**src/rtl/class_mem_read_sequencer_if.sv**
```systemverilog
// Memory read port and row stream between the class-memory read sequencer and its neighbours.
interface class_mem_read_sequencer_if #(
  parameter int unsigned N_SIZE     = 16,
  parameter int unsigned FTWIDTH    = 8,
  parameter int unsigned ADDR_WIDTH = 11,
  parameter int unsigned CW         = 5
);
  logic                        mem_re;
  logic [ADDR_WIDTH-1:0]       mem_addr;
  logic [N_SIZE*FTWIDTH-1:0]   mem_data;
  logic                        out_valid;
  logic                        out_ready;
  logic [N_SIZE*FTWIDTH-1:0]   out_data;
  logic [4:0]                  out_class;
  logic [CW-1:0]               out_chunk;
  logic                        out_last_chunk;
  logic                        out_last_class;

  modport master (
    output mem_re, mem_addr,
    input  mem_data,
    output out_valid,
    input  out_ready,
    output out_data, out_class, out_chunk, out_last_chunk, out_last_class
  );

  modport slave (
    input  mem_re, mem_addr,
    output mem_data,
    input  out_valid,
    output out_ready,
    input  out_data, out_class, out_chunk, out_last_chunk, out_last_class
  );
endinterface

```
**src/rtl/class_mem_read_sequencer.sv**
```systemverilog
// Walks every row of every class in the class memory and streams the rows out.
// Optional stall counter output enabled by defining CLASS_SEQ_STALL_CNT_EN.
module class_mem_read_sequencer #(
  parameter int unsigned DIV_SIZE   = 512,
  parameter int unsigned N_SIZE     = 16,
  parameter int unsigned FTWIDTH    = 8,
  parameter int unsigned ADDR_WIDTH = 11,
  parameter int unsigned MAX_CLASS  = 26
) (
  input  logic        clk,
  input  logic        reset,
  input  logic        start,
  input  logic [4:0]  class_num,
  input  logic        write_done,
  output logic        busy,
  output logic        done,
  output logic        error,
`ifdef CLASS_SEQ_STALL_CNT_EN
  output logic [15:0] stall_cycles,
`endif
  class_mem_read_sequencer_if.master bus
);

  localparam int unsigned ROWS = DIV_SIZE / N_SIZE;
  localparam int unsigned CW   = $clog2(ROWS);
  localparam int unsigned DW   = N_SIZE * FTWIDTH;

  typedef enum logic [1:0] {StIdle, StRun, StDrain, StDone} state_e;

  state_e                state_q, state_d;
  logic [4:0]            cnum_q;
  logic [4:0]            cls_q, cls_d;
  logic [CW-1:0]         chunk_q, chunk_d;
  logic [ADDR_WIDTH-1:0] addr_q;
  logic                  inflight_q;
  logic [4:0]            tag_cls_q;
  logic [CW-1:0]         tag_chunk_q;
  logic [DW-1:0]         fifo_data_q  [2];
  logic [4:0]            fifo_cls_q   [2];
  logic [CW-1:0]         fifo_chunk_q [2];
  logic                  wr_ptr_q, rd_ptr_q;
  logic [1:0]            occ_q;
  logic                  error_q;

  logic                  req_ok, accept, issue, push, pop, last_row;
  logic [2:0]            pending;
  logic [ADDR_WIDTH-1:0] cur_addr;

  assign req_ok   = write_done && (class_num != 5'd0) && ({27'd0, class_num} <= MAX_CLASS);
  assign accept   = (state_q == StIdle) && start && req_ok;
  assign pop      = bus.out_valid && bus.out_ready;
  assign push     = inflight_q;
  // Entries the FIFO will hold after this edge, counting the read still in the memory.
  assign pending  = 3'(occ_q) + 3'(inflight_q) - 3'(pop);
  assign cur_addr = ADDR_WIDTH'(cls_q) * ADDR_WIDTH'(ROWS) + ADDR_WIDTH'(chunk_q);
  assign last_row = (chunk_q == CW'(ROWS - 1)) && (cls_q == cnum_q - 5'd1);

  always_comb begin
    state_d = state_q;
    cls_d   = cls_q;
    chunk_d = chunk_q;
    issue   = 1'b0;
    case (state_q)
      StIdle: begin
        if (accept) begin
          state_d = StRun;
          cls_d   = 5'd0;
          chunk_d = '0;
        end
      end
      StRun: begin
        if (pending < 3'd2) begin
          issue = 1'b1;
          if (chunk_q == CW'(ROWS - 1)) begin
            chunk_d = '0;
            cls_d   = cls_q + 5'd1;
          end else begin
            chunk_d = chunk_q + CW'(1);
          end
          if (last_row) state_d = StDrain;
        end
      end
      StDrain: begin
        if (pending == 3'd0) state_d = StDone;
      end
      StDone: state_d = StIdle;
      default: state_d = StIdle;
    endcase
  end

  always_ff @(posedge clk) begin
    if (reset) begin
      state_q     <= StIdle;
      cnum_q      <= 5'd0;
      cls_q       <= 5'd0;
      chunk_q     <= '0;
      addr_q      <= '0;
      inflight_q  <= 1'b0;
      tag_cls_q   <= 5'd0;
      tag_chunk_q <= '0;
      wr_ptr_q    <= 1'b0;
      rd_ptr_q    <= 1'b0;
      occ_q       <= 2'd0;
      error_q     <= 1'b0;
      for (int i = 0; i < 2; i++) begin
        fifo_data_q[i]  <= '0;
        fifo_cls_q[i]   <= 5'd0;
        fifo_chunk_q[i] <= '0;
      end
    end else begin
      state_q    <= state_d;
      cls_q      <= cls_d;
      chunk_q    <= chunk_d;
      error_q    <= (state_q == StIdle) && start && !req_ok;
      inflight_q <= issue;
      if (accept) cnum_q <= class_num;
      if (issue) begin
        addr_q      <= cur_addr;
        tag_cls_q   <= cls_q;
        tag_chunk_q <= chunk_q;
      end
      if (push) begin
        fifo_data_q[wr_ptr_q]  <= bus.mem_data;
        fifo_cls_q[wr_ptr_q]   <= tag_cls_q;
        fifo_chunk_q[wr_ptr_q] <= tag_chunk_q;
        wr_ptr_q               <= ~wr_ptr_q;
      end
      if (pop) rd_ptr_q <= ~rd_ptr_q;
      occ_q <= occ_q + 2'(push) - 2'(pop);
    end
  end

  assign busy  = (state_q == StRun) || (state_q == StDrain);
  assign done  = (state_q == StDone);
  assign error = error_q;

  assign bus.mem_re         = issue;
  assign bus.mem_addr       = issue ? cur_addr : addr_q;
  assign bus.out_valid      = (occ_q != 2'd0);
  assign bus.out_data       = fifo_data_q[rd_ptr_q];
  assign bus.out_class      = fifo_cls_q[rd_ptr_q];
  assign bus.out_chunk      = fifo_chunk_q[rd_ptr_q];
  assign bus.out_last_chunk = (fifo_chunk_q[rd_ptr_q] == CW'(ROWS - 1));
  assign bus.out_last_class = (fifo_cls_q[rd_ptr_q] == cnum_q - 5'd1);

`ifdef CLASS_SEQ_STALL_CNT_EN
  logic [15:0] stall_q;

  always_ff @(posedge clk) begin
    if (reset) begin
      stall_q <= 16'd0;
    end else if (accept) begin
      stall_q <= 16'd0;
    end else if (busy && bus.out_valid && !bus.out_ready && (stall_q != 16'hFFFF)) begin
      stall_q <= stall_q + 16'd1;
    end
  end

  assign stall_cycles = stall_q;
`endif

endmodule

```
**src/flat_wrapper.sv**
```systemverilog
// flat-port wrapper written by rule: the top's interface ports become plain ports
module class_mem_read_sequencer_flat 
#(
  parameter int unsigned DIV_SIZE   = 512,
  parameter int unsigned N_SIZE     = 16,
  parameter int unsigned FTWIDTH    = 8,
  parameter int unsigned ADDR_WIDTH = 11,
  parameter int unsigned MAX_CLASS  = 26
)
  (clk, reset, start, class_num, write_done, busy, done, error, bus_mem_re, bus_mem_addr, bus_mem_data, bus_out_valid, bus_out_ready, bus_out_data, bus_out_class, bus_out_chunk, bus_out_last_chunk, bus_out_last_class);
  class_mem_read_sequencer_if #(.N_SIZE(N_SIZE), .FTWIDTH(FTWIDTH), .ADDR_WIDTH(ADDR_WIDTH)) bus_i ();
  input  logic clk;
  input  logic reset;
  input  logic start;
  input  logic [4:0] class_num;
  input  logic write_done;
  output logic busy;
  output logic done;
  output logic error;
  output wire logic [$bits(bus_i.mem_re)-1:0] bus_mem_re;
  output wire logic [$bits(bus_i.mem_addr)-1:0] bus_mem_addr;
  input wire logic [$bits(bus_i.mem_data)-1:0] bus_mem_data;
  output wire logic [$bits(bus_i.out_valid)-1:0] bus_out_valid;
  input wire logic [$bits(bus_i.out_ready)-1:0] bus_out_ready;
  output wire logic [$bits(bus_i.out_data)-1:0] bus_out_data;
  output wire logic [$bits(bus_i.out_class)-1:0] bus_out_class;
  output wire logic [$bits(bus_i.out_chunk)-1:0] bus_out_chunk;
  output wire logic [$bits(bus_i.out_last_chunk)-1:0] bus_out_last_chunk;
  output wire logic [$bits(bus_i.out_last_class)-1:0] bus_out_last_class;
  assign bus_mem_re = bus_i.mem_re;
  assign bus_mem_addr = bus_i.mem_addr;
  assign bus_i.mem_data = bus_mem_data;
  assign bus_out_valid = bus_i.out_valid;
  assign bus_i.out_ready = bus_out_ready;
  assign bus_out_data = bus_i.out_data;
  assign bus_out_class = bus_i.out_class;
  assign bus_out_chunk = bus_i.out_chunk;
  assign bus_out_last_chunk = bus_i.out_last_chunk;
  assign bus_out_last_class = bus_i.out_last_class;
  class_mem_read_sequencer #(.DIV_SIZE(DIV_SIZE), .N_SIZE(N_SIZE), .FTWIDTH(FTWIDTH), .ADDR_WIDTH(ADDR_WIDTH), .MAX_CLASS(MAX_CLASS)) u_core (.clk(clk), .reset(reset), .start(start), .class_num(class_num), .write_done(write_done), .busy(busy), .done(done), .error(error), .bus(bus_i));
endmodule
```
**config.mk**
```make
export PLATFORM = sky130hd
export DESIGN_NAME = class_mem_read_sequencer_flat
export DESIGN_NICKNAME = d
export VERILOG_FILES = /design/src/rtl/class_mem_read_sequencer_if.sv /design/src/rtl/class_mem_read_sequencer.sv /design/src/flat_wrapper.sv
export SDC_FILE = /design/constraint.sdc
export NUM_CORES = 1
export LEC_CHECK = 0
export ABC_CLOCK_PERIOD_IN_PS = 12200
export BUFFER_PORTS_ARGS = -buffer_cell sky130_fd_sc_hd__buf_2
export CAP_MARGIN = 5
export CORE_MARGIN = 5
export CORE_UTILIZATION = 40
export CTS_CLUSTER_DIAMETER = 80
export DETAILED_ROUTE_END_ITERATION = 7
export PLACE_DENSITY = 0.63
export SYNTH_ARGS = -nofsm -noshare
export SYNTH_HDL_FRONTEND = slang
export SYNTH_SLANG_ARGS = --single-unit
```
**constraint.sdc**
```tcl
create_clock -name clk -period 12.2 [get_ports clk]
set_clock_uncertainty 0.2 [all_clocks]
set_input_delay 0.61 -clock clk [delete_from_list [all_inputs] [get_ports clk]]
set_output_delay 0.61 -clock clk [all_outputs]
set_load 0.03 [all_outputs]
```
Yosys cells after proc, flatten, opt, wreduce, memory -nomap -nowiden

Memory sizes are Yosys's and may differ from the RTL's. A register that Yosys moved wholly into a read port is not among the register bits.
Index checks and enable logic that the tools add are counted.

Flip-flop bits (word level): 44
Bits in writable memories: 276
Input port bits: 138
Output and inout port bits: 156
Word-level logic and storage cells: 94
Memories kept: 3

Memories:

| memory              | words | width | read ports | clocked after memory_dff | write ports | RTL line                       | source |
|---|---|---|---|---|---|---|---|
| u_core.fifo_data_q  | 2     | 128   | 1          | 1                        | 2           | class_mem_read_sequencer.sv:38 | `logic [DW-1:0] fifo_data_q [2];` |
| u_core.fifo_chunk_q | 2     | 5     | 1          | 1                        | 2           | class_mem_read_sequencer.sv:40 | `logic [CW-1:0] fifo_chunk_q [2];` |
| u_core.fifo_cls_q   | 2     | 5     | 1          | 1                        | 2           | class_mem_read_sequencer.sv:39 | `logic [4:0] fifo_cls_q [2];` |

Add/subtract/negate cells: 8
Order comparisons: 2
Eq/ne operators: 12
Muxes and demuxes: 35
Bitwise operators: 2
Reduce and logical (&&, ||, !) cells: 20

Operator list:

| kind                                                                    | count |
|---|---|
| 128-bit two-way mux                                                     | 1 |
| 128-bit OR reduction                                                    | 1 |
| 5-bit two-way mux                                                       | 7 |
| 5-bit one-hot mux with 2 select lines                                   | 2 |
| 1-bit two-way mux                                                       | 19 |
| 10-bit by 5-bit adder with 11-bit output                                | 1 |
| 11-bit two-way mux                                                      | 1 |
| 5-bit by 1-bit adder with 5-bit output, second input constant           | 2 |
| 5-bit equality test                                                     | 2 |
| 5-bit equality test, second input constant                              | 2 |
| 2-bit by 1-bit inequality test with 1-bit output, second input constant | 5 |
| 5-bit OR reduction                                                      | 2 |
| 2-bit two-way mux                                                       | 4 |
| 2-bit one-hot mux with 4 select lines                                   | 1 |
| 4-bit AND reduction                                                     | 2 |
| 1-bit logical AND                                                       | 7 |
| 5-bit <= comparator, second input constant                              | 1 |
| 5-bit nonzero test                                                      | 1 |
| 5-bit by 1-bit subtractor with 5-bit output, second input constant      | 1 |
| 2-bit equality test, second input constant                              | 2 |
| 2-bit nonzero test                                                      | 2 |
| 2-bit by 1-bit adder with 3-bit output                                  | 1 |
| 3-bit logical NOT                                                       | 1 |
| 3-bit by 2-bit < comparator with 1-bit output, second input constant    | 1 |
| 9 further kinds                                                         | 10 |

Logic depth before layout (Yosys ltp)

Depth after elaboration: 7
Depth in mapped cells: 13
Depth with buffers taken out: 12

Worst setup path after synthesis

OpenSTA, ideal clock, no wires.

Kind: register to register
Start point: reg u_core.wr_ptr_q
End point: mem u_core.fifo_chunk_q[1][0], enable pin
Library setup time: 0.826 ns
Arrival: 10.059 ns
Required time: 11.174 ns
Slack: 1.115 ns
Cell stages (with the launch flop): 3
Path through: dfxtp_1 inv_1 o21ai_0

RTL lines:

| element                | RTL line                        | source |
|---|---|---|
| start, declared        | class_mem_read_sequencer.sv:41  | `logic wr_ptr_q, rd_ptr_q;` |
| start signal, assigned | class_mem_read_sequencer.sv:126 | `wr_ptr_q <= ~wr_ptr_q;` |
| end, declared          | class_mem_read_sequencer.sv:40  |  |

Final worst setup path

Start point: reg u_core.occ_q[1]
End point: out bus_mem_addr[3]

Longest elaborated chain between the ends: 7
Elaborated cells between the ends (all ways): 8
Those cells by class: add/sub: 2; order compare: 1; mux: 3; reduce/logical: 2

Ends and longest elaborated chain:

| element                                       | RTL line                        | source |
|---|---|---|
| start, declared                               | class_mem_read_sequencer.sv:42  | `logic [1:0] occ_q;` |
| start signal, assigned                        | class_mem_read_sequencer.sv:129 | `occ_q <= occ_q + 2'(push) - 2'(pop);` |
| 2-bit nonzero test                            | class_mem_read_sequencer.sv:139 | `assign bus.out_valid = (occ_q != 2'd0);` |
| 1-bit logical AND                             | class_mem_read_sequencer.sv:51  | `assign pop = bus.out_valid && bus.out_ready;` |
| net u_core.pop                                | class_mem_read_sequencer.sv:45  | `logic req_ok, accept, issue, push, pop, last_row;` |
| 3-bit by 1-bit subtractor with 3-bit output   | class_mem_read_sequencer.sv:54  | `assign pending = 3'(occ_q) + 3'(inflight_q) - 3'(pop);` |
| 3-bit by 2-bit < comparator with 1-bit output | class_mem_read_sequencer.sv:72  | `if (pending < 3'd2) begin` |
| 1-bit two-way mux                             | class_mem_read_sequencer.sv:72  |  |
| 1-bit two-way mux                             | class_mem_read_sequencer.sv:63  | `case (state_q)` |
| 11-bit two-way mux                            | class_mem_read_sequencer.sv:138 | `assign bus.mem_addr = issue ? cur_addr : addr_q;` |
| end, declared                                 | flat_wrapper.sv:21              | `output wire logic [$bits(bus_i.mem_addr)-1:0] bus_mem_addr;` |

The timed path passes the listed nets, and every way through them passes these cells.

==> results by group <==
STA
  – Worst slew margin: 0.246
  – Final Hold Viols: 0
  – Worst setup margin: 7.31 ns
  – Total Neg Setup Slack: 0 ns
  – RSZ-0062 raised after global routing: false
  – Max Freq: 0.205 GHz
  – Final period util: 0.400
  – Setup-failing EPs final: 0
  – Worst-margin pin slew: 1.13 ns
  – Tmin final: 4.89 ns
  – Max Slew Vio Count: 0

Synth
  – Synth top area share: 0.588
  – Synth Flop Type: edfxtp_1
  – Yosys Warn Count: 0
  – Top post-synthesis cells by area: edfxtp_1 (59%), and2_1 (12%), mux2_2 (11%)
  – Synthesized area: 0.0141 mm2
  – Synthesized netlist cell count: 1023
  – Seq cells post-synth: between 300 and 400
  – FFs w/ async S/R, synth: 0
  – Mapped Avg Cell Area: 13.8 um2
  – Number of flops mapped to enable cells by yosys: 276
  – Post-synth top area cell: edfxtp_1
  – Syn_nets: 1172
  – Register area share after synthesis: 0.652
  – Synth unique cells: approximately 50

Detailed routing
  – DRT antenna net count: 0
  – DR WL met3: between 2000 and 2500 um
  – Max layer used: met5
  – Met1 WL: roughly 14000 um
  – Routed wire length: 32900 um
  – Detailed-router iteration count before antenna repair: 5
  – DRC: 0
  – Drt initial violations: 613
  – Via density: approximately 4.9
  – Via count: 8774
  – Met2 routed WL: 15700 um
  – DR WL/cell: around 18 um

Clocking
  – Post-CTS setup buffers: 0
  – Worst skew pair latency: approximately 0.49 ns
  – Hold-fix buffers at CTS: 0
  – Sinks on the clock net: 321
  – Maximum clock path buffer count: 3
  – Htree depth: 2
  – CTS buffer count: 35
  – TritonCTS clock tree: yes
  – Post-CTS Resized: 0
  – Clk root buf: clkbuf_16
  – CTS clk-pin slew, worst paths: ~0.06 ns

Power and ir drop
  – Power density over the cells: 202 mW/mm2
  – Leak: 7.04 nW
  – Maximum vdd ir drop: between 100 and 150 uV

Floorplan
  – CORE AREA: 0.0346 mm2
  – # IOs: 294
  – Initial core utilization: 0.407
  – Die height: 198 um
  – Die width: 198 um
  – Floorplan row count: 68
  – Die ar.: 0.0391 mm2

Worst setup path
  – CP Class: reg2out
  – Startpoint Class: flip-flop
  – Worst path required time: about 11 ns
  – Arrival time at the worst endpoint: 4.08 ns
  – Setup crit end kind: primary output
  – CP max FO: 24

Run
  – Max-cap violation count: 0

Global route
  – Pin count of the biggest net entering global routing: 139
  – Overflow after GRT: 0
  – Vias in the first global route: 8736
  – First-pass GRT wire length: ~50000 um
  – Antenna violations before repair: 3
  – GR Util All Layers: 0.161

Placement
  – GPL Wtd Cong: just over 0.8
  – HPWL after DPL: 21100 um
  – Setup WS pre-CTS: 7.76 ns
  – IO Port Bufs: approximately 300

Finish
  – Share of post-route cells with drive strength above 1: 0.381
  – Nets: 1451
  – Most common cell after layout, fill and taps aside: buf_2
  – Area Overhead vs Synth: 21.8%
  – Fill cells: 3053
  – Commonest non-fill, non-tap cells in the layout: buf_2 (293), and2_1 (280), edfxtp_1 (276), mux2_2 (138), nand2_1 (60)

Worst hold path
  – HP Class: in2reg

Status
  – Status: completed
state kept, by name, summed over array words and instances (netlist names), 2 cells and up, named ones only:
| signal | cells |
|---|---|
| u_core.tag_cls_q | 5 |
| u_core.fifo_data_q | 256 |
| u_core.tag_chunk_q | 5 |
| u_core.fifo_cls_q | 10 |
| u_core.state_q | 2 |
| u_core.cnum_q | 5 |
| u_core.cls_q | 5 |
| u_core.fifo_chunk_q | 10 |
| u_core.occ_q | 2 |
| u_core.addr_q | 11 |
| u_core.chunk_q | 5 |
metrics by stage:
| stage | power [W] | util | hold slack (ns) | std cells | cell area [um2] |
|---|---|---|---|---|---|
| finish | 0.00346 | 0.495 | 0.180 | 1784 | 17100 |
| global route | 0.00362 | 0.495 | 0.166 | 1782 | 17100 |
| detailed placement | 0.00243 | 0.461 | 0.257 | 1720 | 16000 |
| CTS | 0.00351 | 0.495 | 0.152 | 1781 | 17100 |
| floorplan | 0.00218 | - | 0.240 | 1023 | 14100 |
| global placement | 0.00242 | 0.461 | 0.254 | 1720 | 16000 |
cell usage after synthesis, drive strengths merged (2+ instances only):
library cell and number:
o21ai 10, dfxtp 45, nand4 2, or4 3
a21oi 32, o41ai 2, buf 21, nor2b 4
and3 5, xnor2 10, nand3 7, ha 10
edfxtp 276, nor3 11, nand2 60, or3 3
a31oi 3, o31ai 5, clkbuf 38, o32ai 2
mux2 138, a311oi 3, inv 15, nor2 14
or2 2, and2 280, xor2 4
worst max-delay path, cell delays in order, from the launching register on:
cell and delay, ns:
dfxtp_1 0.33, or2_2 0.31, and2_1 0.19, ha_1 0.28, inv_1 0.04, ha_1 0.19
fa_1 0.39, xnor2_1 0.36, nor2_2 0.09, nand2_1 0.55, inv_1 0.38, nand2_1 0.22
nand2_1 0.07, buf_2 0.18
routing by layer:
metal,vias up,GRT usage
li1,4180,-
met1,4295,0.222
met2,249,0.262
met3,46,0.0370
met4,4,0.0370
met5,-,0
power breakdown:
group | internal, W | switching, W | leakage [nW]
Combinational | 0.000346 | 0.000657 | 3.23
Clock | 0.000651 | 0.000415 | 0.579
Sequential | 0.00132 | 0.0000695 | 3.22
Total | 0.00232 | 0.00114 | 7.04
cells by family (layout without fill, tap and decap cells):
kind of cell	count (synthesis)	in the layout	share of synthesized area
flops	321	321	0.652
simple gates	398	398	0.164
other cells	0	3	0
mux	138	138	0.110
compound gates	66	66	0.0301
fa+ha+maj	11	11	0.0103
xor+xnor	15	15	0.0103
buf+inv	74	377	0.0227
cell type report:
type	instances	area, um2	area share
inverters	15	56.3	0.00328
clock inverters	12	151	0.00883
repair buffers	301	1540	0.0897
diodes	3	7.51	0.000438
flip-flops and latches	321	9190	0.536
clock buffers	49	1020	0.0598
multi-input cells	628	4610	0.269
well taps	455	569	0.0332
worst paths after layout:
| path | start | endpoint | slack (ns) | cells after the start |
|---|---|---|---|---|
| setup / recovery | u_core.occ_q[1] | bus_mem_addr[3] | 7.31 | 13 |
| setup reg to reg | u_core.occ_q[1] | u_core.addr_q[1] | 8.42 | 12 |
| hold reg to reg | u_core.addr_q[5] | u_core.addr_q[5] | 0.27 | 2 |
| hold / removal | class_num[2] | u_core.cnum_q[2] | 0.18 | 3 |
No activity file was read; power rests on OpenSTA's default activity.
